<file path="src/rtl/msi_bus_arbiter_pkg.sv">
// msi_bus_pkg: shared op/state encodings and default widths for the MSI snooping-bus arbiter
package msi_bus_pkg;
  localparam int DEF_N_CORES = 2;
  localparam int DEF_ADDR_W = 9;
  localparam int DEF_DATA_W = 32;
  localparam int DEF_SNOOP_CYCLES = 1;
  localparam int SRC_W = 3;
  typedef enum logic [1:0] {BUS_RD, BUS_RDX, BUS_UPGR, BUS_FLUSH} bus_op_e;
  typedef enum logic [2:0] {S_IDLE, S_BCAST, S_SNOOP, S_MEM, S_DONE} arb_state_e;
endpackage

</file>
<file path="src/rtl/msi_bus_arbiter_if.sv">
// msi_bus_arbiter_if: requester, snooper and memory signals of the snooping bus
interface msi_bus_arbiter_if import msi_bus_pkg::*; #(
  parameter int N_CORES = DEF_N_CORES,
  parameter int ADDR_W = DEF_ADDR_W,
  parameter int DATA_W = DEF_DATA_W
);
  logic [N_CORES-1:0] req, gnt, done, stall_cpu, snoop_hit, snoop_flush;
  logic [2*N_CORES-1:0] req_op;
  logic [ADDR_W*N_CORES-1:0] req_addr;
  logic [DATA_W*N_CORES-1:0] req_wdata, snoop_data;
  logic bus_valid, mem_req, mem_we, mem_ack, rsp_shared;
  logic [1:0] bus_op;
  logic [ADDR_W-1:0] bus_addr, mem_addr;
  logic [SRC_W-1:0] bus_src;
  logic [DATA_W-1:0] mem_wdata, mem_rdata, rsp_data;
  modport master (
    input req, req_op, req_addr, req_wdata, snoop_hit, snoop_flush, snoop_data, mem_ack, mem_rdata,
    output gnt, done, stall_cpu, bus_valid, bus_op, bus_addr, bus_src,
    output mem_req, mem_we, mem_addr, mem_wdata, rsp_data, rsp_shared
  );
  modport slave (
    output req, req_op, req_addr, req_wdata, snoop_hit, snoop_flush, snoop_data, mem_ack, mem_rdata,
    input gnt, done, stall_cpu, bus_valid, bus_op, bus_addr, bus_src,
    input mem_req, mem_we, mem_addr, mem_wdata, rsp_data, rsp_shared
  );
endinterface

</file>
<file path="src/rtl/msi_bus_arbiter_rr_arbiter.sv">
// rr_arbiter: first requester at or after the pointer, wrapping, as one-hot plus index
module rr_arbiter import msi_bus_pkg::*; #(
  parameter int N = DEF_N_CORES
) (
  input  logic [N-1:0]     i_req,
  input  logic [SRC_W-1:0] i_ptr,
  output logic [N-1:0]     o_gnt,
  output logic [SRC_W-1:0] o_idx,
  output logic             o_any
);
  always_comb begin
    o_any = |i_req;
    o_idx = '0;
    for (int k = N - 1; k >= 0; k--)
      if (i_req[(int'(i_ptr) + k) % N]) o_idx = SRC_W'((int'(i_ptr) + k) % N);
    o_gnt = o_any ? N'(1) << o_idx : '0;
  end
endmodule

</file>
<file path="src/rtl/msi_bus_arbiter.sv">
// msi_bus_arbiter: round-robin snooping-bus controller with snoop collection and a single memory port
module msi_bus_arbiter import msi_bus_pkg::*; #(
  parameter int N_CORES = DEF_N_CORES,
  parameter int ADDR_W = DEF_ADDR_W,
  parameter int DATA_W = DEF_DATA_W,
  parameter int SNOOP_CYCLES = DEF_SNOOP_CYCLES
) (
  input logic clk,
  input logic reset,
  msi_bus_arbiter_if.master bus
);
  localparam int CW = $clog2(SNOOP_CYCLES + 1);
  arb_state_e r_state;
  bus_op_e r_op, w_op;
  logic [SRC_W-1:0] r_idx, r_ptr, w_idx, w_fidx;
  logic [N_CORES-1:0] r_gnt, r_done, w_gnt, w_hit, w_flush;
  logic [ADDR_W-1:0] r_addr;
  logic [DATA_W-1:0] r_mem_wdata, r_rsp_data, w_fdata;
  logic [CW-1:0] r_cnt;
  logic r_bus_valid, r_mem_req, r_mem_we, r_shared, r_rsp_shared, w_any, w_fany;
  rr_arbiter #(.N(N_CORES)) u_rr (
    .i_req(bus.req), .i_ptr(r_ptr), .o_gnt(w_gnt), .o_idx(w_idx), .o_any(w_any)
  );
  assign w_op = bus_op_e'(bus.req_op[int'(w_idx)*2 +: 2]);
  // the granted core never snoops its own transaction
  assign w_hit = bus.snoop_hit & ~r_gnt;
  assign w_flush = bus.snoop_flush & ~r_gnt;
  always_comb begin
    w_fany = 1'b0;
    w_fidx = '0;
    for (int i = N_CORES - 1; i >= 0; i--)
      if (w_flush[i]) begin
        w_fany = 1'b1;
        w_fidx = SRC_W'(i);
      end
  end
  assign w_fdata = bus.snoop_data[int'(w_fidx)*DATA_W +: DATA_W];
  always_ff @(posedge clk or posedge reset)
    if (reset) begin
      r_state <= S_IDLE;
      r_op <= BUS_RD;
      r_idx <= '0;
      r_ptr <= '0;
      r_gnt <= '0;
      r_done <= '0;
      r_addr <= '0;
      r_mem_wdata <= '0;
      r_rsp_data <= '0;
      r_cnt <= '0;
      r_bus_valid <= 1'b0;
      r_mem_req <= 1'b0;
      r_mem_we <= 1'b0;
      r_shared <= 1'b0;
      r_rsp_shared <= 1'b0;
    end else begin
      r_done <= '0;
      r_bus_valid <= 1'b0;
      case (r_state)
        S_IDLE: if (w_any) begin
          r_idx <= w_idx;
          r_gnt <= w_gnt;
          r_op <= w_op;
          r_addr <= bus.req_addr[int'(w_idx)*ADDR_W +: ADDR_W];
          r_mem_wdata <= bus.req_wdata[int'(w_idx)*DATA_W +: DATA_W];
          r_shared <= 1'b0;
          r_cnt <= '0;
          r_mem_req <= w_op == BUS_FLUSH;
          r_mem_we <= w_op == BUS_FLUSH;
          r_bus_valid <= w_op != BUS_FLUSH;
          r_state <= w_op == BUS_FLUSH ? S_MEM : S_BCAST;
        end
        S_BCAST: r_state <= S_SNOOP;
        // SNOOP lasts SNOOP_CYCLES wait cycles plus the sampling cycle
        S_SNOOP: if (r_cnt == CW'(SNOOP_CYCLES)) begin
          r_shared <= |w_hit;
          if (r_op == BUS_UPGR) begin
            r_rsp_shared <= |w_hit;
            r_done <= r_gnt;
            r_state <= S_DONE;
          end else begin
            r_mem_req <= 1'b1;
            r_mem_we <= w_fany;
            if (w_fany) r_mem_wdata <= w_fdata;
            r_state <= S_MEM;
          end
        end else r_cnt <= r_cnt + 1'b1;
        S_MEM: if (bus.mem_ack) begin
          r_mem_req <= 1'b0;
          r_rsp_data <= r_mem_we ? r_mem_wdata : bus.mem_rdata;
          r_rsp_shared <= r_shared;
          r_done <= r_gnt;
          r_state <= S_DONE;
        end
        S_DONE: begin
          r_gnt <= '0;
          r_ptr <= int'(r_idx) == N_CORES - 1 ? '0 : r_idx + 1'b1;
          r_state <= S_IDLE;
        end
        default: r_state <= S_IDLE;
      endcase
    end
  assign bus.gnt = r_gnt;
  assign bus.done = r_done;
  assign bus.stall_cpu = bus.req & ~r_done;
  assign bus.bus_valid = r_bus_valid;
  assign bus.bus_op = r_op;
  assign bus.bus_addr = r_addr;
  assign bus.bus_src = r_idx;
  assign bus.mem_req = r_mem_req;
  assign bus.mem_we = r_mem_we;
  assign bus.mem_addr = r_addr;
  assign bus.mem_wdata = r_mem_wdata;
  assign bus.rsp_data = r_rsp_data;
  assign bus.rsp_shared = r_rsp_shared;
endmodule

</file>
<file path="src/flat_wrapper.sv">
// flat-port wrapper written by rule: the top's interface ports become plain ports
module msi_bus_arbiter_flat import msi_bus_pkg::*;
#(
  parameter int N_CORES = DEF_N_CORES,
  parameter int ADDR_W = DEF_ADDR_W,
  parameter int DATA_W = DEF_DATA_W,
  parameter int SNOOP_CYCLES = DEF_SNOOP_CYCLES
)
  (clk, reset, bus_req, bus_req_op, bus_req_addr, bus_req_wdata, bus_snoop_hit, bus_snoop_flush, bus_snoop_data, bus_mem_ack, bus_mem_rdata, bus_gnt, bus_done, bus_stall_cpu, bus_bus_valid, bus_bus_op, bus_bus_addr, bus_bus_src, bus_mem_req, bus_mem_we, bus_mem_addr, bus_mem_wdata, bus_rsp_data, bus_rsp_shared);
  msi_bus_arbiter_if #(.N_CORES(N_CORES), .ADDR_W(ADDR_W), .DATA_W(DATA_W)) bus_i ();
  input logic clk;
  input logic reset;
  input wire logic [$bits(bus_i.req)-1:0] bus_req;
  input wire logic [$bits(bus_i.req_op)-1:0] bus_req_op;
  input wire logic [$bits(bus_i.req_addr)-1:0] bus_req_addr;
  input wire logic [$bits(bus_i.req_wdata)-1:0] bus_req_wdata;
  input wire logic [$bits(bus_i.snoop_hit)-1:0] bus_snoop_hit;
  input wire logic [$bits(bus_i.snoop_flush)-1:0] bus_snoop_flush;
  input wire logic [$bits(bus_i.snoop_data)-1:0] bus_snoop_data;
  input wire logic [$bits(bus_i.mem_ack)-1:0] bus_mem_ack;
  input wire logic [$bits(bus_i.mem_rdata)-1:0] bus_mem_rdata;
  output wire logic [$bits(bus_i.gnt)-1:0] bus_gnt;
  output wire logic [$bits(bus_i.done)-1:0] bus_done;
  output wire logic [$bits(bus_i.stall_cpu)-1:0] bus_stall_cpu;
  output wire logic [$bits(bus_i.bus_valid)-1:0] bus_bus_valid;
  output wire logic [$bits(bus_i.bus_op)-1:0] bus_bus_op;
  output wire logic [$bits(bus_i.bus_addr)-1:0] bus_bus_addr;
  output wire logic [$bits(bus_i.bus_src)-1:0] bus_bus_src;
  output wire logic [$bits(bus_i.mem_req)-1:0] bus_mem_req;
  output wire logic [$bits(bus_i.mem_we)-1:0] bus_mem_we;
  output wire logic [$bits(bus_i.mem_addr)-1:0] bus_mem_addr;
  output wire logic [$bits(bus_i.mem_wdata)-1:0] bus_mem_wdata;
  output wire logic [$bits(bus_i.rsp_data)-1:0] bus_rsp_data;
  output wire logic [$bits(bus_i.rsp_shared)-1:0] bus_rsp_shared;
  assign bus_i.req = bus_req;
  assign bus_i.req_op = bus_req_op;
  assign bus_i.req_addr = bus_req_addr;
  assign bus_i.req_wdata = bus_req_wdata;
  assign bus_i.snoop_hit = bus_snoop_hit;
  assign bus_i.snoop_flush = bus_snoop_flush;
  assign bus_i.snoop_data = bus_snoop_data;
  assign bus_i.mem_ack = bus_mem_ack;
  assign bus_i.mem_rdata = bus_mem_rdata;
  assign bus_gnt = bus_i.gnt;
  assign bus_done = bus_i.done;
  assign bus_stall_cpu = bus_i.stall_cpu;
  assign bus_bus_valid = bus_i.bus_valid;
  assign bus_bus_op = bus_i.bus_op;
  assign bus_bus_addr = bus_i.bus_addr;
  assign bus_bus_src = bus_i.bus_src;
  assign bus_mem_req = bus_i.mem_req;
  assign bus_mem_we = bus_i.mem_we;
  assign bus_mem_addr = bus_i.mem_addr;
  assign bus_mem_wdata = bus_i.mem_wdata;
  assign bus_rsp_data = bus_i.rsp_data;
  assign bus_rsp_shared = bus_i.rsp_shared;
  msi_bus_arbiter #(.N_CORES(N_CORES), .ADDR_W(ADDR_W), .DATA_W(DATA_W), .SNOOP_CYCLES(SNOOP_CYCLES)) u_core (.clk(clk), .reset(reset), .bus(bus_i));
endmodule
</file>
<file path="config.mk">
export PLATFORM = sky130hd
export DESIGN_NAME = msi_bus_arbiter_flat
export DESIGN_NICKNAME = d
export VERILOG_FILES = /design/src/rtl/msi_bus_arbiter_pkg.sv /design/src/rtl/msi_bus_arbiter_if.sv /design/src/rtl/msi_bus_arbiter_rr_arbiter.sv /design/src/rtl/msi_bus_arbiter.sv /design/src/flat_wrapper.sv
export SDC_FILE = /design/constraint.sdc
export NUM_CORES = 1
export LEC_CHECK = 0
export BUFFER_PORTS_ARGS = -buffer_cell sky130_fd_sc_hd__buf_4
export CAP_MARGIN = 0
export CORE_ASPECT_RATIO = 0.9
export CORE_MARGIN = 2
export CORE_UTILIZATION = 25
export CTS_BUF_LIST = sky130_fd_sc_hd__clkbuf_8
export DETAILED_ROUTE_END_ITERATION = 12
export SYNTH_ARGS = -nofsm -noshare
export SYNTH_HDL_FRONTEND = slang
export SYNTH_SLANG_ARGS = --single-unit
export TNS_END_PERCENT = 10
</file>
<file path="constraint.sdc">
create_clock -name clk -period 4.8 [get_ports clk]
set_input_delay 0.96 -clock clk [delete_from_list [all_inputs] [get_ports clk]]
set_output_delay 0.96 -clock clk [all_outputs]
set_load 0.05 [all_outputs]
</file>
==> reports/qor.csv, run 1 <==
stage,metric,value,unit
outcome,status,"complete, no violations",
yosys,synthArstFlopShare,1.000,
yosys,synth.top_cells.by_count,"dfrtp_1, nand2_1, mux2i_1",
power,leakage,0.003909,µW
sta,period_minus_slack,2.618,ns
power,vdd_drop_max,0.4234,mV
sta,tns,0,ns
final_layout,num_antenna_cells,0,
yosys,synth_mux_area_frac,0.1365,
grt,grt_overflow,0,
yosys,yosysMostFrequentCell,dfrtp_1,
yosys,synth_area_per_cell,9.856,µm²
critical_path,required,5.06,ns
sta,holdWs,0.4864,ns
routing,drc_errors,0,
yosys,ys_top_cells_by_area,"dfrtp_1, mux2i_1, nand2_1",
grt,grt_pass1_vias,4672,
place,hpwlAfterDp,12780,µm
power,pwr-share-comb,0.649,
critical_path,path_max_fanout,32,
place,gp_congestion,0.7683,
critical_path,slowest_stage,and2_2,
final_layout,area_growth,48.67,%
yosys,synth_edf_count,0,
yosys,yosys_warnings,0,
die,die_h,138.0,µm
power,swShare,0.5383,
yosys,synthSimpleGateAreaFrac,0.1014,
sta,skew,0.008774,ns
clocking,postCtsSetupBuffers,0,
routing,drt_iter0_markers,191,
yosys,synth_fa_ha_area_frac,0,
final_layout,utilization,0.3822,
critical_path,critPathKind,reg2reg,
sta,slew_headroom,0.3369,
clocking,cts-root-buf,clkbuf_8,
yosys,syn_inst,506,
yosys,yosysTopAreaCell,dfrtp_1,
critical_path,arrival,2.88,ns
power,p_int,2563,µW
critical_path,start_kind,register,
sta,hold_viol,0,
yosys,synth_top_family_by_area,compound AO/OA/AOI/OAI gates,
clocking,clk_path_buf_depth,2,
power,seqPwrFrac,0.255,
clocking,post_cts_resized,0,
die,initial_core_util,0.2571,
final_layout,drive_gt1_frac,0.4430,
clocking,cts_num_sinks,90,
yosys,synth_compound_area_frac,0.2466,
yosys,yosysUniqueCellTypes,33,
yosys,synth-xor-area-share,0,
grt,antenna_found_initial,0,
critical_path,cpPeakStageDelay,0.68,ns
routing,wl,17310,µm
yosys,synth_top_area_share,0.4516,
final_layout,fin_nets,949,
sta,grt_setup_unrepaired,false,
routing,detail_route.wl_per_cell,17.09,µm
yosys,ys_ff_latch,90,
routing,antenna_left,0,
routing,via_per_inst,4.688,
place,portBuffers,285,
yosys,syn-cell-area,0.004987,mm²
job,maxCapViolations,0,
sta,setup_viol,0,
die,floorplan.core_area,0.01940,mm²
critical_path,path_cells,nor2_2 -> and2_2 -> a21o_2 -> buf_4 -> a221oi_1 -> a21o_1,
yosys,synth-main-ff-cell,dfrtp_1,
sta,tightestPinTransition,0.9946,ns
die,std_cell_rows,48,
grt,track_usage,0.1590,
clocking,cts_tree,built,
clocking,clk_pin_slew_worst_paths,0.09,ns
power,powerDensity,748.7,mW/mm²
clocking,cts_buffers,9,
die,die_area,0.02110,mm²
routing,vias,4749,
grt,grt_max_degree,57,
clocking,clock_latency,0.36,ns
power,p_clk_frac,0.096,
die,die_w,152.9,µm
yosys,synth_seq_area_share,0.4516,
die,io_pins,288,
clocking,htreeDepth,3,
routing,firstDrtPassIters,4,
power,switchingPower,2988,µW
sta,max_freq,381.9,MHz
sta,slew_violations,0,
sta,fin_crit_sh,0.5455,
min_path,min_path_type,reg2reg,
clocking,holdBufCountCts,0,
grt,grt_first_pass_wirelength,26150,µm
critical_path,end_kind,register,
kinds of logic after synthesis:
logic type,count (synthesis)
AO/OA/AOI/OAI,171
AND/OR/NAND/NOR,119
flip-flops,90
multiplexers,68
buffers and inverters,57
other,1
power by group through the flow:
| stage | Clock [µW] | Combinational, µW | Sequential, µW |
|---|---|---|---|
| 2_1_floorplan | 0 | 1590 | 2470 |
| 3_3_place_gp | 0 | 3620 | 1430 |
| 3_5_place_dp | 0 | 3650 | 1430 |
| 4_1_cts | 569 | 3650 | 1420 |
| 5_1_grt | 592 | 3860 | 1470 |
| 6_report | 535 | 3600 | 1410 |
layer usage:
metal	vias to the layer above	share of wire	GRT usage
met3	12	0.064	0.03938
met5	-	0	0
met1	2260	0.44	0.2062
li1	2307	-	-
met2	170	0.49	0.2708
met4	0	0.011	0.03498
state kept, by name, indices dropped and copies added, names as in the netlist:
name and cells:
u_core.bus.mem_wdata 32, u_core.bus.rsp_data 32, u_core.bus.bus_addr 9, u_core.r_state 3, u_core.bus.bus_op 2, u_core.bus.done 2
u_core.bus.gnt 2, u_core.bus.bus_src 1, u_core.bus.bus_valid 1, u_core.bus.mem_req 1, u_core.bus.mem_we 1, u_core.bus.rsp_shared 1
u_core.r_cnt 1, u_core.r_ptr 1, u_core.r_shared 1
placed cells by master, fill, tap and decap left out, drive strengths merged, types with 8 or more instances in the layout:
cell type | Yosys | routed
a21o | 34 | 34
a21oi | 35 | 35
a221oi | 32 | 32
a22oi | 10 | 10
buf | 34 | 293
clkbuf | 19 | 10
dfrtp | 90 | 90
mux2i | 68 | 68
nand2 | 89 | 89
nor2 | 8 | 8
nor2b | 9 | 9
o21ai | 54 | 54
critical path, delay by kind of cell, from the launching register on:
| kind | cells | cell delay (ns) |
|---|---|---|
| flops | 1 | 0.51 |
| compound gates | 3 | 0.73 |
| buf+inv | 1 | 0.38 |
| simple gates | 2 | 0.86 |
final cells by class:
type	instances	area (µm²)
fillers	2002	11980
well taps	250	312.8
repair buffers	293	2200
inverters	4	17.52
clock buffers	10	137.6
multi-input cells	360	2435
flip-flops and latches	90	2253
clock inverters	6	58.81
path summary, 6_finish.rpt:
check,depth (start not counted),endpoint,slack [ns],from
worst max-delay path,6,u_core.bus.mem_wdata[31]$_DFFE_PP0P_,2.18,u_core.r_state[0]$_DFFE_PP0P_
worst min-delay path,2,u_core.bus.rsp_data[9]$_DFFE_PP0P_,0.49,u_core.bus.rsp_data[9]$_DFFE_PP0P_
worst max register to register,6,u_core.bus.mem_wdata[31]$_DFFE_PP0P_,2.18,u_core.r_state[0]$_DFFE_PP0P_
worst min register to register,2,u_core.bus.rsp_data[9]$_DFFE_PP0P_,0.49,u_core.bus.rsp_data[9]$_DFFE_PP0P_
max in group asynchronous,3,u_core.bus.rsp_data[9]$_DFFE_PP0P_,3.14,reset
min in group asynchronous,2,u_core.bus.mem_wdata[30]$_DFFE_PP0P_,0.72,reset
metrics by stage:
stage | setup slack, ns | total power (µW) | instances | area [µm²]
6_report | 2.182 | 5551 | 1013 | 7415
2_1_floorplan | 1.505 | 4061 | 507 | 4991
3_3_place_gp | 1.949 | 5053 | 997 | 7218
4_1_cts | 2.137 | 5641 | 1013 | 7415
5_1_grt | 1.937 | 5923 | 1013 | 7415
3_5_place_dp | 1.960 | 5079 | 997 | 7218
(Power assumes the default switching activity.)
==> run 2: changes to the inputs <==
==> constraint.sdc (replaced) <==
create_clock -name clk -period 2.7 [get_ports clk]
set_input_delay 0.54 -clock clk [delete_from_list [all_inputs] [get_ports clk]]
set_output_delay 0.54 -clock clk [all_outputs]
set_load 0.05 [all_outputs]
==> run 2 against run 1 <==
Final area increased by 0.93%; non-clock buffer count increased by 5; clock-buffer cell count is 1 lower; die area is the same; sequential power increased by 79%; wire length fell by 0.24%; highest routed layer unchanged; core utilization grew 0.35 points.
==> reports/qor.csv, run 2 (same netlist as run 1, synthesis figures left out) <==
stage,metric,value,unit,change
outcome,status,"complete, no violations",,
sta,slew_violations,0,,unchanged
final_layout,fillers,1978,,-1.2%
die,die_area,0.02110,mm²,unchanged
min_path,min_path_type,in2async,,
final_layout,fin_area,0.007483,mm²,+0.93%
critical_path,regToRegSetupSlack,0.66,ns,-1.52 ns
routing,drc_errors,0,,unchanged
power,power,9874,µW,+78%
grt,antenna_found_initial,0,,unchanged
place,portBuffers,285,,unchanged
critical_path,crit_end,u_core.bus.mem_wdata[24]$_DFFE_PP0P_,,
power,switchingPower,5288,µW,+77%
clocking,post_cts_resized,0,,unchanged
routing,vias,4720,,-0.61%
power,p_int,4586,µW,+79%
final_layout,fin_nets,954,,+0.53%
power,seqPwrFrac,0.256,,about the same
critical_path,critPathKind,reg2reg,,
clocking,cts-root-buf,clkbuf_8,,
clocking,clock_latency,0.36,ns,about the same
sta,tightestPinTransition,0.6144,ns,-0.3803 ns
critical_path,arrival,2.30,ns,-0.58 ns
routing,drt_iter0_markers,143,,-25%
die,floorplan.core_area,0.01940,mm²,unchanged
sta,period_minus_slack,2.037,ns,-0.5813 ns
grt,grt_pass1_vias,4712,,+0.86%
routing,via_per_inst,4.646,,-0.90%
sta,fin_crit_sh,0.7545,,+0.2090
routing,detail_route.wl_per_cell,17.00,µm,-0.53%
final_layout,drive_gt1_frac,0.4465,,+0.003487
clocking,holdBufCountCts,0,,unchanged
die,std_cell_rows,48,,unchanged
sta,max_freq,490.9,MHz,+29%
sta,hold_viol,0,,unchanged
sta,setup_viol,0,,unchanged
sta,tns,0,ns,unchanged
power,vdd_drop_max,0.7318,mV,+73%
critical_path,cp-startpoint,u_core.bus.gnt[0]$_DFFE_PP0P_,,
place,dpl-instance-area,0.007310,mm²,+1.3%
critical_path,rr_worst_depth,6,,unchanged
clocking,htreeDepth,3,,unchanged
grt,grt_overflow,0,,unchanged
critical_path,required,2.96,ns,-2.10 ns
routing,firstDrtPassIters,4,,unchanged
die,die_h,138.0,µm,unchanged
critical_path,start_kind,register,,
place,hpwlAfterDp,12830,µm,+0.42%
final_layout,layout_common_cells,"buf_4, dfrtp_1, nand2_1",,
grt,track_usage,0.1605,,+0.001472
clocking,cts_tree,built,,
job,maxCapViolations,0,,unchanged
power,pwr-share-comb,0.653,,+0.004
clocking,clk_path_buf_depth,2,,unchanged
critical_path,end_kind,register,,
grt,grt_first_pass_wirelength,26650,µm,+1.9%
final_layout,num_antenna_cells,0,,unchanged
die,io_pins,288,,unchanged
sta,slew_headroom,0.5904,,+0.2535
clocking,clk_pin_slew_worst_paths,0.09,ns,about the same
critical_path,r2r_end,u_core.bus.mem_wdata[24]$_DFFE_PP0P_,,
clocking,cts_num_sinks,90,,unchanged
power,swShare,0.5355,,-0.002758
final_layout,utilization,0.3858,,+0.003547
place,gp_congestion,0.7901,,+2.8%
die,initial_core_util,0.2571,,unchanged
grt,grt_max_degree,77,,+35%
power,leakage,0.003937,µW,+0.72%
clocking,cts_buffers,9,,unchanged
final_layout,area_growth,50.05,%,
sta,skew,0.01009,ns,+0.001320 ns
critical_path,rr_startpoint,u_core.bus.gnt[0]$_DFFE_PP0P_,,
final_layout,mostFrequentLayoutCell,buf_4,,
die,die_w,152.9,µm,unchanged
critical_path,path_max_fanout,15,,-53%
sta,grt_setup_unrepaired,false,,
clocking,postCtsSetupBuffers,0,,unchanged
routing,antenna_left,0,,unchanged
power,powerDensity,1319,mW/mm²,+76%
routing,wl,17270,µm,-0.24%
power,p_clk_frac,0.091,,-0.005
sta,holdWs,0.1603,ns,-0.3262 ns
==> run 2: cell count changes in the layout (fill, tap and decap cells not counted), sizes merged <==
cell,before,now
inv,6,5
buf,293,298
clkinvlp,1,2
clkinv,2,1
clkbuf,10,9
==> run 2: through the flow <==
stage	cells	setup slack, ns
2_1_floorplan	507	0.8422
3_3_place_gp	1002	0.5194
3_5_place_dp	1002	0.4680
4_1_cts	1016	0.6300
5_1_grt	1016	0.5000
6_report	1016	0.6630
==> run 2: how the worst min path moves through the flow <==
stage | slack [ns] | startpoint | end
after CTS | 0.13 | reset | u_core.bus.rsp_data[8]$_DFFE_PP0P_
after global routing | 0.15 | reset | u_core.bus.rsp_data[8]$_DFFE_PP0P_
after floorplan | 0.44 | u_core.r_ptr[0]$_DFFE_PP0P_ | u_core.r_ptr[0]$_DFFE_PP0P_
after detailed placement | 0.47 | u_core.bus.rsp_data[17]$_DFFE_PP0P_ | u_core.bus.rsp_data[17]$_DFFE_PP0P_
after global placement | 0.47 | u_core.bus.rsp_data[18]$_DFFE_PP0P_ | u_core.bus.rsp_data[18]$_DFFE_PP0P_
final | 0.16 | reset | u_core.bus.rsp_data[8]$_DFFE_PP0P_
==> run 2: worst max-delay path: stages (launching register included) <==
cell and delay, ns:
dfrtp_1 0.46, nor2b_1 0.15, nand2b_2 0.53, buf_12 0.25
mux2i_1 0.25, a221oi_2 0.09, a21o_1 0.17
==> run 2: layout make-up <==
| cell class | instances | area (µm²) | area share |
|---|---|---|---|
| sequential | 90 | 2253 | 0.3011 |
| clock inverter | 5 | 50.05 | 0.006688 |
| timing repair buffer | 298 | 2287 | 0.3056 |
| clock buffer | 9 | 123.9 | 0.01655 |
| multi-input combinational | 360 | 2437 | 0.3257 |
| inverter | 4 | 18.77 | 0.002508 |
| tap | 250 | 312.8 | 0.04180 |
==> run 2: routing by layer <==
| metal | track usage | vias to the layer above | share of wire |
|---|---|---|---|
| li1 | - | 2308 | - |
| met1 | 0.2081 | 2214 | 0.45 |
| met2 | 0.2678 | 183 | 0.47 |
| met3 | 0.04344 | 15 | 0.069 |
| met4 | 0.04064 | 0 | 0.014 |
| met5 | 0 | - | 0 |
==> run 2: power groups by stage <==
stage | sequential [µW] | clock (µW) | combinational (µW)
after global placement | 2560 | 0 | 6470
after floorplan | 4400 | 0 | 2820
after detailed placement | 2550 | 0 | 6530
final | 2530 | 894 | 6450
after CTS | 2540 | 958 | 6530
after global routing | 2630 | 1000 | 6870
==> run 3: changes to the inputs <==
--- a/config.mk
+++ b/config.mk
@@ -5,6 +5,7 @@
 export SDC_FILE = /design/constraint.sdc
 export NUM_CORES = 1
 export LEC_CHECK = 0
+export ABC_AREA = 1
 export BUFFER_PORTS_ARGS = -buffer_cell sky130_fd_sc_hd__buf_4
 export CAP_MARGIN = 0
 export CORE_ASPECT_RATIO = 0.9
==> constraint.sdc (replaced) <==
create_clock -name clk -period 1.8 [get_ports clk]
set_input_delay 0.36 -clock clk [delete_from_list [all_inputs] [get_ports clk]]
set_output_delay 0.36 -clock clk [all_outputs]
set_load 0.05 [all_outputs]
==> run 3 against run 2 <==
Wire length increased by 6.1%; first-iteration DRC count increased by 110%; sequential power increased by 50%.
==> reports/qor.csv, run 3 <==
stage,metric,value,unit,change
clocking,cts_num_sinks,90,,unchanged
critical_path,start_kind,register,,
sta,tightestPinTransition,0.5686,ns,-0.04576 ns
clocking,cts-root-buf,clkbuf_8,,
grt,grt_pass1_vias,5450,,+16%
yosys,synth_seq_area_share,0.4323,,-0.01930
final_layout,area_growth,50.17,%,about the same
final_layout,layout_common_cells,"buf_4, nand2_1, o21ai_0",,
die,floorplan.core_area,0.02064,mm²,+6.4%
routing,drc_errors,0,,unchanged
critical_path,arrival,1.92,ns,-0.38 ns
routing,detail_route.wl_per_cell,14.15,µm,-17%
grt,antenna_found_initial,0,,unchanged
grt,track_usage,0.1648,,+0.004355
die,die_area,0.02201,mm²,+4.3%
final_layout,fin_nets,1221,,+28%
sta,hold_viol,0,,unchanged
power,power,15430,µW,+56%
place,gp_congestion,0.8551,,+8.2%
power,powerDensity,1973,mW/mm²,+49%
critical_path,end_kind,register,,
sta,setup_viol,0,,unchanged
yosys,synth.top_cells.by_count,"nand2_1, o21ai_0, inv_1",,
die,die_w,156.2,µm,+2.2%
critical_path,cpPeakStageDelay,0.45,ns,-0.08 ns
yosys,ys_top_cells_by_area,"dfrtp_1, nand2_1, o21ai_0",,
min_path,min_path_type,in2async,,
outcome,status,"complete, no violations",,
final_layout,utilization,0.3790,,-0.006801
routing,vias,5704,,+21%
routing,antenna_left,0,,unchanged
grt,grt_overflow,0,,unchanged
yosys,yosys_warnings,0,,unchanged
routing,wl,18320,µm,+6.1%
grt,grt_first_pass_wirelength,28490,µm,+6.9%
final_layout,mostFrequentLayoutCell,buf_4,,
clocking,clock_latency,0.37,ns,about the same
sta,fin_crit_sh,0.9169,,+0.1624
power,vdd_drop_max,0.8757,mV,+20%
yosys,syn_inst,769,,+52%
yosys,yosysUniqueCellTypes,20,,-39%
yosys,synthArstFlopShare,1.000,,unchanged
final_layout,drive_gt1_frac,0.3256,,-0.1209
place,portBuffers,285,,unchanged
final_layout,num_antenna_cells,0,,unchanged
power,leakage,0.004346,µW,+10%
grt,grt_max_degree,91,,+18%
critical_path,cp_common_cell,nand2_1,,
sta,skew,0.01118,ns,+0.001088 ns
yosys,synth_edf_count,0,,unchanged
critical_path,required,2.07,ns,-0.89 ns
yosys,synth-main-ff-cell,dfrtp_1,,
sta,grt_setup_unrepaired,false,,
sta,period_minus_slack,1.650,ns,-0.3867 ns
clocking,clk_path_buf_depth,2,,unchanged
routing,drt_iter0_markers,298,,+110%
critical_path,path_cells,inv_2 -> nand2_2 -> nor2_4 -> buf_4 -> a21oi_1 -> o21ai_0 -> nand2_1 -> nand2_1 -> nand2_1,,
critical_path,r2r_end,u_core.bus.mem_wdata[22]$_DFFE_PP0P_,,
routing,firstDrtPassIters,5,,+1
die,io_pins,288,,unchanged
clocking,postCtsSetupBuffers,0,,unchanged
final_layout,layoutNonFillerInstCount,1295,,+27%
critical_path,rr_startpoint,u_core.r_state[2]$_DFFE_PP0P_,,
critical_path,rr_worst_depth,9,,+3
critical_path,slowest_stage,dfrtp_1,,
yosys,yosysTopAreaCell,dfrtp_1,,
critical_path,cp-startpoint,u_core.r_state[2]$_DFFE_PP0P_,,
sta,slew_violations,0,,unchanged
clocking,cts_tree,built,,
critical_path,critPathKind,reg2reg,,
yosys,syn-cell-area,0.005210,mm²,+4.5%
sta,tns,0,ns,unchanged
die,die_h,141.0,µm,+2.1%
place,place_inst,1279,,+28%
job,maxCapViolations,0,,unchanged
place,hpwlAfterDp,13620,µm,+6.2%
yosys,synth_area_per_cell,6.775,µm²,-31%
routing,via_per_inst,4.405,,-5.2%
sta,slew_headroom,0.6209,,+0.03051
die,std_cell_rows,50,,+4.2%
yosys,synth_top_area_share,0.4323,,-0.01930
yosys,yosysMostFrequentCell,nand2_1,,
die,initial_core_util,0.2524,,-0.004731
clocking,clk_pin_slew_worst_paths,0.10,ns,about the same
critical_path,path_max_fanout,36,,+21
yosys,ys_ff_latch,90,,unchanged
clocking,htreeDepth,3,,unchanged
sta,max_freq,605.9,MHz,+23%
critical_path,regToRegSetupSlack,0.15,ns,-0.51 ns
clocking,cts_buffers,9,,unchanged
==> run 3: changes by cell type in the layout (fill, tap and decap cells not counted), moves of 6 or more <==
cell / delta
nor2b_1: -9
a221oi_2: -20
o21ai_0: +90
mux2i_1: -68
nand2_2: +6
a22oi_1: -10
a21o_1: -33
nor2_1: +13
a221oi_1: -12
a21oi_1: +30
nand2_1: +148
nand3_1: +34
inv_1: +106
==> run 3: metrics by stage <==
stage / area, µm² / hold WS (ns) / setup slack [ns]
6_report: 7824 / 0.08355 / 0.1497
5_1_grt: 7824 / 0.1396 / 0.01628
4_1_cts: 7818 / 0.1287 / 0.02522
3_5_place_dp: 7619 / 0.4672 / 0.06368
3_3_place_gp: 7619 / 0.4681 / 0.1539
2_1_floorplan: 5218 / 0.4530 / 0.1107
==> run 3: logic make-up after synthesis <==
logic type | Yosys count | synth area share
AOI/OAI and AO/OA | 207 | 0.1998
DFF | 90 | 0.4323
and+or+nand+nor | 299 | 0.2296
buffers and inverters | 172 | 0.1376
other | 1 | 0.0007198
==> run 3: how the worst max path moves through the flow <==
stage / slack (ns) / end
detailed placement: 0.06 / u_core.bus.mem_wdata[13]$_DFFE_PP0P_
CTS: 0.03 / u_core.bus.mem_wdata[13]$_DFFE_PP0P_
finish: 0.15 / u_core.bus.mem_wdata[22]$_DFFE_PP0P_
global placement: 0.15 / u_core.bus.mem_wdata[18]$_DFFE_PP0P_
floorplan: 0.11 / u_core.bus.mem_wdata[10]$_DFFE_PP0P_
global route: 0.02 / u_core.bus.rsp_shared$_DFFE_PP0P_
==> run 3: layout make-up <==
cell class | count | area, µm²
fillers | 2205 | 12820
flip-flops and latches | 90 | 2253
well taps | 260 | 325.3
clock buffers | 9 | 123.9
repair buffers | 304 | 2349
clock inverters | 7 | 75.07
inverters | 117 | 445.4
multi-input cells | 508 | 2252
==> run 3: repair_timing <==
action,4_1_cts,5_1_grt
hold endpoints to repair,0,0
hold buffers,0,0
resized for setup,0,3
setup endpoints to repair,0,33
==> run 3: report_power, final <==
part	leakage (µW)	internal, µW	switching [µW]	total (µW)
Sequential	0.00112	3020	786	3800
Clock	0.000104	655	802	1460
Combinational	0.00312	3080	7100	10200
Total	0.00435	6750	8690	15400
==> run 3: per-layer routing <==
metal	track usage	wire length, µm
met1	0.2172	8171
met2	0.2741	8683
met3	0.03873	1176
met4	0.04008	289
met5	0	0
==> run 3: worst max-delay path: cells and delay by family (launching register included) <==
kind | cells | cell delay, ns
flops | 1 | 0.45
buf+inv | 2 | 0.52
simple gates | 5 | 0.35
compound gates | 2 | 0.20
